[src/rtl/sdram_port_arbiter_pkg.sv]
// Shared definitions for the two-port SDRAM arbiter slice.
//   arb_state_e : arbiter FSM states (IDLE, ISSUE, ACTIVE, DONE)
//   PORT_VGA    : index of the framebuffer fetch port (fixed priority)
//   PORT_UART   : index of the UART loader port
package sdram_port_arbiter_pkg;

  typedef enum logic [1:0] {
    ST_IDLE,
    ST_ISSUE,
    ST_ACTIVE,
    ST_DONE
  } arb_state_e;

  localparam logic PORT_VGA  = 1'b0;
  localparam logic PORT_UART = 1'b1;

endpackage

[src/rtl/sdram_port_arbiter_if.sv]
// Bundle of every requester-side and controller-side signal of the arbiter.
//   i_req*/i_rw*/i_addr*/i_data* : requester commands (held until ack)
//   o_ack*/o_rvalid*/o_rdata     : completion pulse and read beat return
//   o_sd_*                       : command towards the SDRAM controller
//   i_sd_*                       : controller read data, valid and busy
// modport slave  : the arbiter's view
// modport master : the view of the requesters plus controller together
interface sdram_port_arbiter_if #(
  parameter int unsigned WordLength   = 16,
  parameter int unsigned AddressWidth = 24
);

  logic                    i_req0;
  logic                    i_req1;
  logic                    i_rw0;
  logic                    i_rw1;
  logic [AddressWidth-1:0] i_addr0;
  logic [AddressWidth-1:0] i_addr1;
  logic [WordLength-1:0]   i_data0;
  logic [WordLength-1:0]   i_data1;
  logic                    o_ack0;
  logic                    o_ack1;
  logic                    o_rvalid0;
  logic                    o_rvalid1;
  logic [WordLength-1:0]   o_rdata;
  logic                    o_sd_enable;
  logic                    o_sd_rw;
  logic [AddressWidth-1:0] o_sd_addr;
  logic [WordLength-1:0]   o_sd_data;
  logic [WordLength-1:0]   i_sd_data;
  logic                    i_sd_valid;
  logic                    i_sd_busy;

  modport slave (
    input  i_req0, i_req1, i_rw0, i_rw1, i_addr0, i_addr1, i_data0, i_data1,
    input  i_sd_data, i_sd_valid, i_sd_busy,
    output o_ack0, o_ack1, o_rvalid0, o_rvalid1, o_rdata,
    output o_sd_enable, o_sd_rw, o_sd_addr, o_sd_data
  );

  modport master (
    output i_req0, i_req1, i_rw0, i_rw1, i_addr0, i_addr1, i_data0, i_data1,
    output i_sd_data, i_sd_valid, i_sd_busy,
    input  o_ack0, o_ack1, o_rvalid0, o_rvalid1, o_rdata,
    input  o_sd_enable, o_sd_rw, o_sd_addr, o_sd_data
  );

endinterface

[src/rtl/sdram_grant_select.sv]
// Grant decision for the two requesters with an anti-starvation streak.
//   CLK, RST  : clock, synchronous active-high reset
//   req0/req1 : pending requests from the VGA and UART ports
//   grant_now : strobe, the arbiter commits the current decision this cycle
//   winner    : port that wins if a grant is taken now
//   valid     : at least one request is pending
// Port 0 wins by default; once it has been granted MaxStreak times in a row
// while port 1 waited, port 1 gets the next grant.
module sdram_grant_select
  import sdram_port_arbiter_pkg::*;
#(
  parameter int unsigned MaxStreak = 4
) (
  input  logic CLK,
  input  logic RST,
  input  logic req0,
  input  logic req1,
  input  logic grant_now,
  output logic winner,
  output logic valid
);

  localparam int unsigned StreakW = $clog2(MaxStreak + 1);
  localparam logic [StreakW-1:0] StreakMax = StreakW'(MaxStreak);

  logic [StreakW-1:0] streak_q;

  always_comb begin
    valid  = req0 | req1;
    winner = PORT_UART;
    if (req0 && !(req1 && (streak_q == StreakMax))) begin
      winner = PORT_VGA;
    end
  end

  // The streak only grows while port 1 is actually waiting; any grant that
  // leaves nobody waiting, or that serves port 1, starts a fresh streak.
  always_ff @(posedge CLK) begin
    if (RST) begin
      streak_q <= '0;
    end else if (grant_now && valid) begin
      if ((winner == PORT_VGA) && req1) begin
        if (streak_q != StreakMax) begin
          streak_q <= streak_q + 1'b1;
        end
      end else begin
        streak_q <= '0;
      end
    end
  end

endmodule

[src/rtl/sdram_port_arbiter.sv]
// Two-port front end for the SDRAM controller user side.
//   CLK : clock shared with the controller
//   RST : synchronous active-high reset
//   bus : sdram_port_arbiter_if slave view; requester ports 0 (VGA fetch)
//         and 1 (UART loader), plus the controller command/return signals
// One owner is granted in IDLE, a single enable is issued in ISSUE, read
// beats are forwarded to the owner while the controller is busy, and the
// owner receives a one-cycle ack in DONE.
module sdram_port_arbiter
  import sdram_port_arbiter_pkg::*;
#(
  parameter int unsigned WordLength      = 16,
  parameter int unsigned AddressWidth    = 24,
  parameter int unsigned ReadBurstLength = 8,
  parameter int unsigned MaxStreak       = 4
) (
  input logic                  CLK,
  input logic                  RST,
  sdram_port_arbiter_if.slave  bus
);

  localparam int unsigned BeatW = $clog2(ReadBurstLength + 1);
  localparam logic [BeatW-1:0] BeatMax = BeatW'(ReadBurstLength);

  arb_state_e              state_q;
  arb_state_e              state_d;
  logic                    owner_q;
  logic                    grant_now;
  logic                    grant_winner;
  logic                    grant_valid;
  logic                    sd_enable;
  logic                    ack0;
  logic                    ack1;
  logic                    sel_rw;
  logic [AddressWidth-1:0] sel_addr;
  logic [WordLength-1:0]   sel_data;
  logic                    beat_in;
  logic                    rvalid0_q;
  logic                    rvalid1_q;
  logic [WordLength-1:0]   rdata_q;
  logic [BeatW-1:0]        beat_cnt_q;

  sdram_grant_select #(
    .MaxStreak(MaxStreak)
  ) u_grant_select (
    .CLK       (CLK),
    .RST       (RST),
    .req0      (bus.i_req0),
    .req1      (bus.i_req1),
    .grant_now (grant_now),
    .winner    (grant_winner),
    .valid     (grant_valid)
  );

  always_ff @(posedge CLK) begin
    if (RST) begin
      state_q <= ST_IDLE;
      owner_q <= PORT_VGA;
    end else begin
      state_q <= state_d;
      if (grant_now) begin
        owner_q <= grant_winner;
      end
    end
  end

  // Enable is gated with busy so it drops in the very cycle the controller
  // accepts the command, giving exactly one enable per transaction.
  always_comb begin
    state_d   = state_q;
    grant_now = 1'b0;
    sd_enable = 1'b0;
    ack0      = 1'b0;
    ack1      = 1'b0;
    unique case (state_q)
      ST_IDLE: begin
        if (grant_valid && !bus.i_sd_busy) begin
          grant_now = 1'b1;
          state_d   = ST_ISSUE;
        end
      end
      ST_ISSUE: begin
        if (bus.i_sd_busy) begin
          state_d = ST_ACTIVE;
        end else begin
          sd_enable = 1'b1;
        end
      end
      ST_ACTIVE: begin
        if (!bus.i_sd_busy) begin
          state_d = ST_DONE;
        end
      end
      ST_DONE: begin
        ack0    = (owner_q == PORT_VGA);
        ack1    = (owner_q == PORT_UART);
        state_d = ST_IDLE;
      end
      default: state_d = ST_IDLE;
    endcase
  end

  always_comb begin
    if (owner_q == PORT_UART) begin
      sel_rw   = bus.i_rw1;
      sel_addr = bus.i_addr1;
      sel_data = bus.i_data1;
    end else begin
      sel_rw   = bus.i_rw0;
      sel_addr = bus.i_addr0;
      sel_data = bus.i_data0;
    end
  end

  // Beats are only accepted while a read command is in flight.
  assign beat_in = ((state_q == ST_ISSUE) || (state_q == ST_ACTIVE)) &&
                   sel_rw && bus.i_sd_valid;

  always_ff @(posedge CLK) begin
    if (RST) begin
      rvalid0_q  <= 1'b0;
      rvalid1_q  <= 1'b0;
      rdata_q    <= '0;
      beat_cnt_q <= '0;
    end else begin
      rvalid0_q <= beat_in && (owner_q == PORT_VGA);
      rvalid1_q <= beat_in && (owner_q == PORT_UART);
      if (beat_in) begin
        rdata_q <= bus.i_sd_data;
      end
      if (grant_now) begin
        beat_cnt_q <= '0;
      end else if (beat_in && (beat_cnt_q != BeatMax)) begin
        beat_cnt_q <= beat_cnt_q + 1'b1;
      end
    end
  end

  assign bus.o_sd_enable = sd_enable;
  assign bus.o_sd_rw     = sel_rw;
  assign bus.o_sd_addr   = sel_addr;
  assign bus.o_sd_data   = sel_data;
  assign bus.o_ack0      = ack0;
  assign bus.o_ack1      = ack1;
  assign bus.o_rvalid0   = rvalid0_q;
  assign bus.o_rvalid1   = rvalid1_q;
  assign bus.o_rdata     = rdata_q;

endmodule

[src/flat_wrapper.sv]
// flat-port wrapper written by rule: the top's interface ports become plain ports
module sdram_port_arbiter_flat import sdram_port_arbiter_pkg::*;
#(
  parameter int unsigned WordLength      = 16,
  parameter int unsigned AddressWidth    = 24,
  parameter int unsigned ReadBurstLength = 8,
  parameter int unsigned MaxStreak       = 4
)
  (CLK, RST, bus_i_req0, bus_i_req1, bus_i_rw0, bus_i_rw1, bus_i_addr0, bus_i_addr1, bus_i_data0, bus_i_data1, bus_i_sd_data, bus_i_sd_valid, bus_i_sd_busy, bus_o_ack0, bus_o_ack1, bus_o_rvalid0, bus_o_rvalid1, bus_o_rdata, bus_o_sd_enable, bus_o_sd_rw, bus_o_sd_addr, bus_o_sd_data);
  sdram_port_arbiter_if #(.WordLength(WordLength), .AddressWidth(AddressWidth)) bus_i ();
  input logic CLK;
  input logic RST;
  input wire logic [$bits(bus_i.i_req0)-1:0] bus_i_req0;
  input wire logic [$bits(bus_i.i_req1)-1:0] bus_i_req1;
  input wire logic [$bits(bus_i.i_rw0)-1:0] bus_i_rw0;
  input wire logic [$bits(bus_i.i_rw1)-1:0] bus_i_rw1;
  input wire logic [$bits(bus_i.i_addr0)-1:0] bus_i_addr0;
  input wire logic [$bits(bus_i.i_addr1)-1:0] bus_i_addr1;
  input wire logic [$bits(bus_i.i_data0)-1:0] bus_i_data0;
  input wire logic [$bits(bus_i.i_data1)-1:0] bus_i_data1;
  input wire logic [$bits(bus_i.i_sd_data)-1:0] bus_i_sd_data;
  input wire logic [$bits(bus_i.i_sd_valid)-1:0] bus_i_sd_valid;
  input wire logic [$bits(bus_i.i_sd_busy)-1:0] bus_i_sd_busy;
  output wire logic [$bits(bus_i.o_ack0)-1:0] bus_o_ack0;
  output wire logic [$bits(bus_i.o_ack1)-1:0] bus_o_ack1;
  output wire logic [$bits(bus_i.o_rvalid0)-1:0] bus_o_rvalid0;
  output wire logic [$bits(bus_i.o_rvalid1)-1:0] bus_o_rvalid1;
  output wire logic [$bits(bus_i.o_rdata)-1:0] bus_o_rdata;
  output wire logic [$bits(bus_i.o_sd_enable)-1:0] bus_o_sd_enable;
  output wire logic [$bits(bus_i.o_sd_rw)-1:0] bus_o_sd_rw;
  output wire logic [$bits(bus_i.o_sd_addr)-1:0] bus_o_sd_addr;
  output wire logic [$bits(bus_i.o_sd_data)-1:0] bus_o_sd_data;
  assign bus_i.i_req0 = bus_i_req0;
  assign bus_i.i_req1 = bus_i_req1;
  assign bus_i.i_rw0 = bus_i_rw0;
  assign bus_i.i_rw1 = bus_i_rw1;
  assign bus_i.i_addr0 = bus_i_addr0;
  assign bus_i.i_addr1 = bus_i_addr1;
  assign bus_i.i_data0 = bus_i_data0;
  assign bus_i.i_data1 = bus_i_data1;
  assign bus_i.i_sd_data = bus_i_sd_data;
  assign bus_i.i_sd_valid = bus_i_sd_valid;
  assign bus_i.i_sd_busy = bus_i_sd_busy;
  assign bus_o_ack0 = bus_i.o_ack0;
  assign bus_o_ack1 = bus_i.o_ack1;
  assign bus_o_rvalid0 = bus_i.o_rvalid0;
  assign bus_o_rvalid1 = bus_i.o_rvalid1;
  assign bus_o_rdata = bus_i.o_rdata;
  assign bus_o_sd_enable = bus_i.o_sd_enable;
  assign bus_o_sd_rw = bus_i.o_sd_rw;
  assign bus_o_sd_addr = bus_i.o_sd_addr;
  assign bus_o_sd_data = bus_i.o_sd_data;
  sdram_port_arbiter #(.WordLength(WordLength), .AddressWidth(AddressWidth), .ReadBurstLength(ReadBurstLength), .MaxStreak(MaxStreak)) u_core (.CLK(CLK), .RST(RST), .bus(bus_i));
endmodule
[config.mk]
export PLATFORM = sky130hd
export DESIGN_NAME = sdram_port_arbiter_flat
export DESIGN_NICKNAME = d
export VERILOG_FILES = /design/src/rtl/sdram_port_arbiter_pkg.sv /design/src/rtl/sdram_port_arbiter_if.sv /design/src/rtl/sdram_grant_select.sv /design/src/rtl/sdram_port_arbiter.sv /design/src/flat_wrapper.sv
export SDC_FILE = /design/constraint.sdc
export NUM_CORES = 1
export LEC_CHECK = 0
export BUFFER_PORTS_ARGS = -buffer_cell sky130_fd_sc_hd__buf_2
export CORE_MARGIN = 3
export CORE_UTILIZATION = 33
export CTS_BUF_LIST = sky130_fd_sc_hd__clkbuf_8
export DETAILED_ROUTE_END_ITERATION = 16
export PLACE_DENSITY_LB_ADDON = 0.3
export SLEW_MARGIN = 25
export SYNTH_ARGS = -nofsm -noshare
export SYNTH_HDL_FRONTEND = slang
export SYNTH_SLANG_ARGS = --single-unit
[constraint.sdc]
create_clock -name CLK -period 1.35 [get_ports CLK]
set_input_delay 0.0675 -clock CLK [delete_from_list [all_inputs] [get_ports CLK]]
set_output_delay 0.0675 -clock CLK [all_outputs]
set_load 0.02 [all_outputs]
# == Word level (Yosys, flattened, before mapping) ==
# Index checks and enable logic that the tools add are counted.
# totals
elab_cells,49
output_inout_bits,62
input_bits,104
reg_bits,24
# classes
addsub,1
n_mux,16
n_eq_ne,9
n_bitwise,2
reduce_logical,15
# ops
op,count
24-bit two-way mux,1
16-bit two-way mux,1
1-bit logical AND,9
1-bit two-way mux,8
2-bit case mux with 4 select lines,1
2-bit two-way mux,3
3-bit two-way mux,2
2-bit == test (second input constant),2
2-bit by 1-bit inequality test with 1-bit output (second input constant),2
2-bit inequality test (second input constant),2
3-bit by 1-bit adder with 3-bit output (second input constant),1
3-bit == test (second input constant),1
3-bit inequality test (second input constant),1
3-bit AND reduction,1
2-bit by 1-bit == test with 1-bit output (second input constant),1
1-bit zero test,2
2-bit zero test,1
2-bit AND reduction,1
1-bit logical OR,1
1-bit NOT,1
1-bit OR,1

# == Depth between registers and ports, before layout ==
# depth
ltp_word,7
mapped_depth,7
ltp_nobuf,5

# == Cells and area by module ==
# A second synthesis with hierarchy kept.
# hier_totals
cells_unflattened,170
hier_area_um2,1736.7
# by_module_without_submodules
module,area_per_inst_um2,cells_each,seq_area_each_um2,n_inst
sdram_port_arbiter,1544.0,150,420.4,1
sdram_grant_select,192.7,20,60.1,1

# == Least setup slack after synthesis ==
# Ideal clock, no wire load.
# synth_path
path_kind,reg-to-reg
startpoint,reg u_core.state_q[0]
endpoint,reg u_core.u_grant_select.streak_q[2]
synth_period_minus_slack_ps,1472
arrival_time_ps,1393
setup_slack_ps,-122
n_path_buf,0
t_required_ps,1270
setup_ps,80
stages_incl_launch_ff,6
cell_sequence,dfxtp_1 > inv_1 > ha_1 > inv_2 > or4_4 > a211oi_2
# synth_between
elab_chain_cells,4
# synth_rtl
item,line_no,rtl
from (decl),sdram_port_arbiter.sv:25,arb_state_e state_q;
from (signal assigned),sdram_port_arbiter.sv:60,state_q <= state_d;
2-bit zero test,sdram_port_arbiter.sv:75,unique case (state_q)
1-bit two-way mux,sdram_port_arbiter.sv:75,
1-bit logical AND,sdram_grant_select.sv:41,end else if (grant_now && valid) begin
2-bit AND reduction (no source line),-,
to (signal assigned),sdram_grant_select.sv:44,streak_q <= streak_q + 1'b1;
to (decl),sdram_grant_select.sv:26,logic [StreakW-1:0] streak_q;
# Every way passes these cells.
# A chain may end at the register's enable or synchronous reset.

# == Final worst setup path ==
# layout_path
startpoint,reg u_core.owner_q
endpoint,out bus_o_sd_addr[1]
# layout_between
elab_chain_cells,1
# layout_rtl
item,line_no,rtl
from (decl),sdram_port_arbiter.sv:27,logic owner_q;
from (signal assigned),sdram_port_arbiter.sv:62,owner_q <= grant_winner;
24-bit two-way mux,sdram_port_arbiter.sv:104,if (owner_q == PORT_UART) begin
to (decl),flat_wrapper.sv:31,output wire logic [$bits(bus_i.o_sd_addr)-1:0] bus_o_sd_addr;
# Every way passes these cells.

==> results.py <==
metrics = {
    "setup_path": {
        "cpMaxStageDelayCell": "dfxtp_4",
        "endpoint": "bus_o_sd_addr[1]",
        "critPathArrivalTime_ps": 1380,
        "slowest_delay_ps": 410,
        "reg2reg_from": "u_core.state_q[0]",
        "crit_family": "flip-flops",
        "reg2reg_depth": 5,
        "path_class": "register to output pin",
        "crit_buf_inv": 2,
        "crit_chain": "buf_12 > mux2_2 > buf_4",
        "worstSetupEndpointType": "output pin",
        "cp-start-kind": "register",
        "setup.worst_path.start": "u_core.owner_q",
        "cp.required_ps": 1280,
        "worstReg2RegEnd": "u_core.u_grant_select.streak_q[2]",
        "r2r_slack_ps": -20,
        "cp_max_fo": 19,
        "worst-path-stages": 3,
    },
    "finish": {
        "fin_util_pct": 65.0,
        "diodes": 0,
        "nets": 459,
        "seq_area_um2": 492,
        "fin_cells": 412,
        "layout_commonest_cell": "buf_2",
        "fill_cells": 400,
        "final_cell_mix": "150 x buf_2, 29 x mux2_2, 19 x dfxtp_1, 18 x nand3_1",
        "multiInputGateArea_um2": 1140,
        "area_delta_synth_final_pct": 83.4,
        "drive_gt1_share_pct": 72.6,
    },
    "synth": {
        "syn_area_per_cell_um2": 9.34,
        "yosys-top-cells-area": "dfxtp_1 30%, mux2_2 28%, nand3_1 5.9%",
        "synth.top_cell.area_share_pct": 29.9,
        "yosys_warnings": 0,
        "syn-num-nets": 283,
        "synth_cell_type_count": 31,
        "ys_seq_area_share_pct": 29.9,
        "ys_seq_elements": 24,
        "syn_area_um2": 1610,
        "synth_top_area_cell": "dfxtp_1",
        "syn_inst": 172,
    },
    "placed_design": {
        "io_buffers": 165,
        "place_inst": 402,
        "dp_slack_ps": -28.1,
        "finalWeightedCongestion": 0.791,
        "dp_hpwl_mm": 4.92,
    },
    "sta": {
        "fin_crit_ps": 1450,
        "finalHoldViolCount": 0,
        "worstMarginPinSlew_ps": 263,
        "fmax_ghz": 0.692,
        "fin_ws_ps": -95.7,
        "min_period_over_period_pct": 107,
        "slew_headroom_pct": 82.5,
        "skew_ps": 7.94,
        "rsz0062_at_grt": "true",
        "slew_violations": 0,
        "finalSetupViolCount": 42,
    },
    "grt": {
        "track_usage_pct": 19.4,
        "antenna_found_initial": 0,
        "grt_overflow": 0,
        "grt_first_pass_wirelength_mm": 8.57,
        "grt_max_degree": 20,
        "grt_pass1_vias": 1853,
    },
    "clocking": {
        "h-tree-depth": 1,
        "insertion_delay_ps": 270,
        "cts_tree": "done",
        "clock_path_buffers": 2,
        "root_buffer": "clkbuf_8",
        "clk_pin_slew_ps": 90,
        "clock_sinks": 24,
        "cts_hold_buf": 0,
        "numCtsBuffers": 3,
    },
    "floorplan": {
        "die_h_um": 75.8,
        "pin_count": 166,
        "core_um2": 4530,
        "die-area_um2": 5740,
        "rows": 24,
        "dieWidth_um": 75.8,
        "initial_core_util_pct": 35.4,
    },
    "routing": {
        "drc": 0,
        "firstDrtPassIters": 4,
        "vias": 1961,
        "ant_nets": 0,
        "wire_per_inst_um": 15.6,
        "viasPerCell": 4.76,
        "wl_mm": 6.43,
        "drtIter0Drc": 24,
    },
    "power_and_ir_drop": {
        "ir_drop_v": 0.00100,
        "powerDensity_nw_per_um2": 1480,
        "p_leak_nw": 1.43,
    },
    "run": {
        "cap_violations": 0,
    },
    "status": {
        "violations": "negative setup slack",
        "status": "complete, but fails checks",
    },
    "min_path": {
        "hold_class": "input port to register",
    },
}
cells by family after synthesis:
logic type               Yosys count  share of synthesized area, %
AO/OA/AOI/OAI                     46                          17.3
multiplexers                      43                          30.7
AND/OR/NAND/NOR                   31                          10.1
flip-flops                        24                          29.9
buffers and inverters             21                          6.54
adder cells (fa/ha/maj)            7                          5.45
per-layer routing:
metal	part of all wire (%)	GRT usage [%]	wire, um	up-vias
met5	0	0	0	-
met4	1.4	5.63	87	0
met3	8.2	4.35	524	11
met2	53	37.4	3390	84
met1	38	20.9	2420	886
li1	-	-	-	980
cell usage after synthesis:
cell / number
a211oi_1: 2
a211oi_2: 1
a21oi_1: 17
a221o_2: 1
a22oi_1: 1
a311oi_1: 2
and2_1: 2
and4_1: 1
buf_2: 6
buf_4: 1
buf_6: 2
clkbuf_1: 3
dfxtp_1: 24
ha_1: 7
inv_1: 7
inv_2: 2
mux2_2: 40
mux2i_1: 2
mux2i_4: 1
nand2_1: 4
nand3_1: 19
nor2_1: 2
nor2b_1: 1
nor4_1: 1
o21ai_0: 14
o21ai_1: 4
o21ba_2: 1
o21bai_2: 1
o311a_1: 1
o31ai_1: 1
or4_4: 1
area by class of cell:
cell class	instances	share of cell area, %
inverter	9	1.40
timing repair buffer	183	38.1
clock buffer	3	1.40
clock inverter	1	1.02
multi-input combinational	127	38.6
tap	65	2.76
sequential	24	16.7
power by group:
| part | internal [mW] | switching (mW) | total (mW) |
|---|---|---|---|
| Clock | 0.397 | 0.238 | 0.634 |
| Combinational | 1.39 | 1.39 | 2.78 |
| Sequential | 0.837 | 0.0921 | 0.929 |
through the flow:
stage | setup TNS [ps] | hold slack (ps) | instance area, um^2 | power (mW)
floorplan | -25.7 | 146 | 1620 | 2.34
global placement | 0 | 322 | 2580 | 3.18
detailed placement | -30.7 | 326 | 2580 | 3.21
CTS | -3000 | 34.3 | 2800 | 4.08
global route | -4830 | 42.4 | 2950 | 4.59
finish | -2520 | 33.6 | 2950 | 4.35
registers in the layout, indices dropped and copies added, names as in the netlist:
name                            cells
u_core.u_grant_select.streak_q      3
u_core.bus.o_rvalid0                1
u_core.state_q                      2
u_core.bus.o_rdata                 16
u_core.owner_q                      1
u_core.bus.o_rvalid1                1
worst min path at each step:
| stage | startpoint | endpoint | slack [ps] | cells past startpoint |
|---|---|---|---|---|
| 6_report | bus_i_sd_data[7] | u_core.bus.o_rdata[7] | 30 | 3 |
| 5_1_grt | bus_i_sd_data[15] | u_core.bus.o_rdata[15] | 40 | 3 |
| 4_1_cts | bus_i_sd_data[7] | u_core.bus.o_rdata[7] | 30 | 3 |
| 3_5_place_dp | bus_i_sd_data[1] | u_core.bus.o_rdata[1] | 330 | 3 |
| 3_3_place_gp | bus_i_sd_data[14] | u_core.bus.o_rdata[14] | 320 | 3 |
| 2_1_floorplan | RST | u_core.bus.o_rvalid0 | 150 | 1 |
worst register-to-register path: stages (launching register included):
cell and delay (ps):
dfxtp_4 360, inv_4 80, ha_4 140, inv_2 40, or4_4 470, a211oi_2 210
timing repair:
item,in CTS,in global routing
pin swaps,3,5
cloned,1,0
buffers inserted,3,2
endpoints found under the setup margin,43,63
gates resized for setup,27,45
Power figures use the tool's default switching activity.
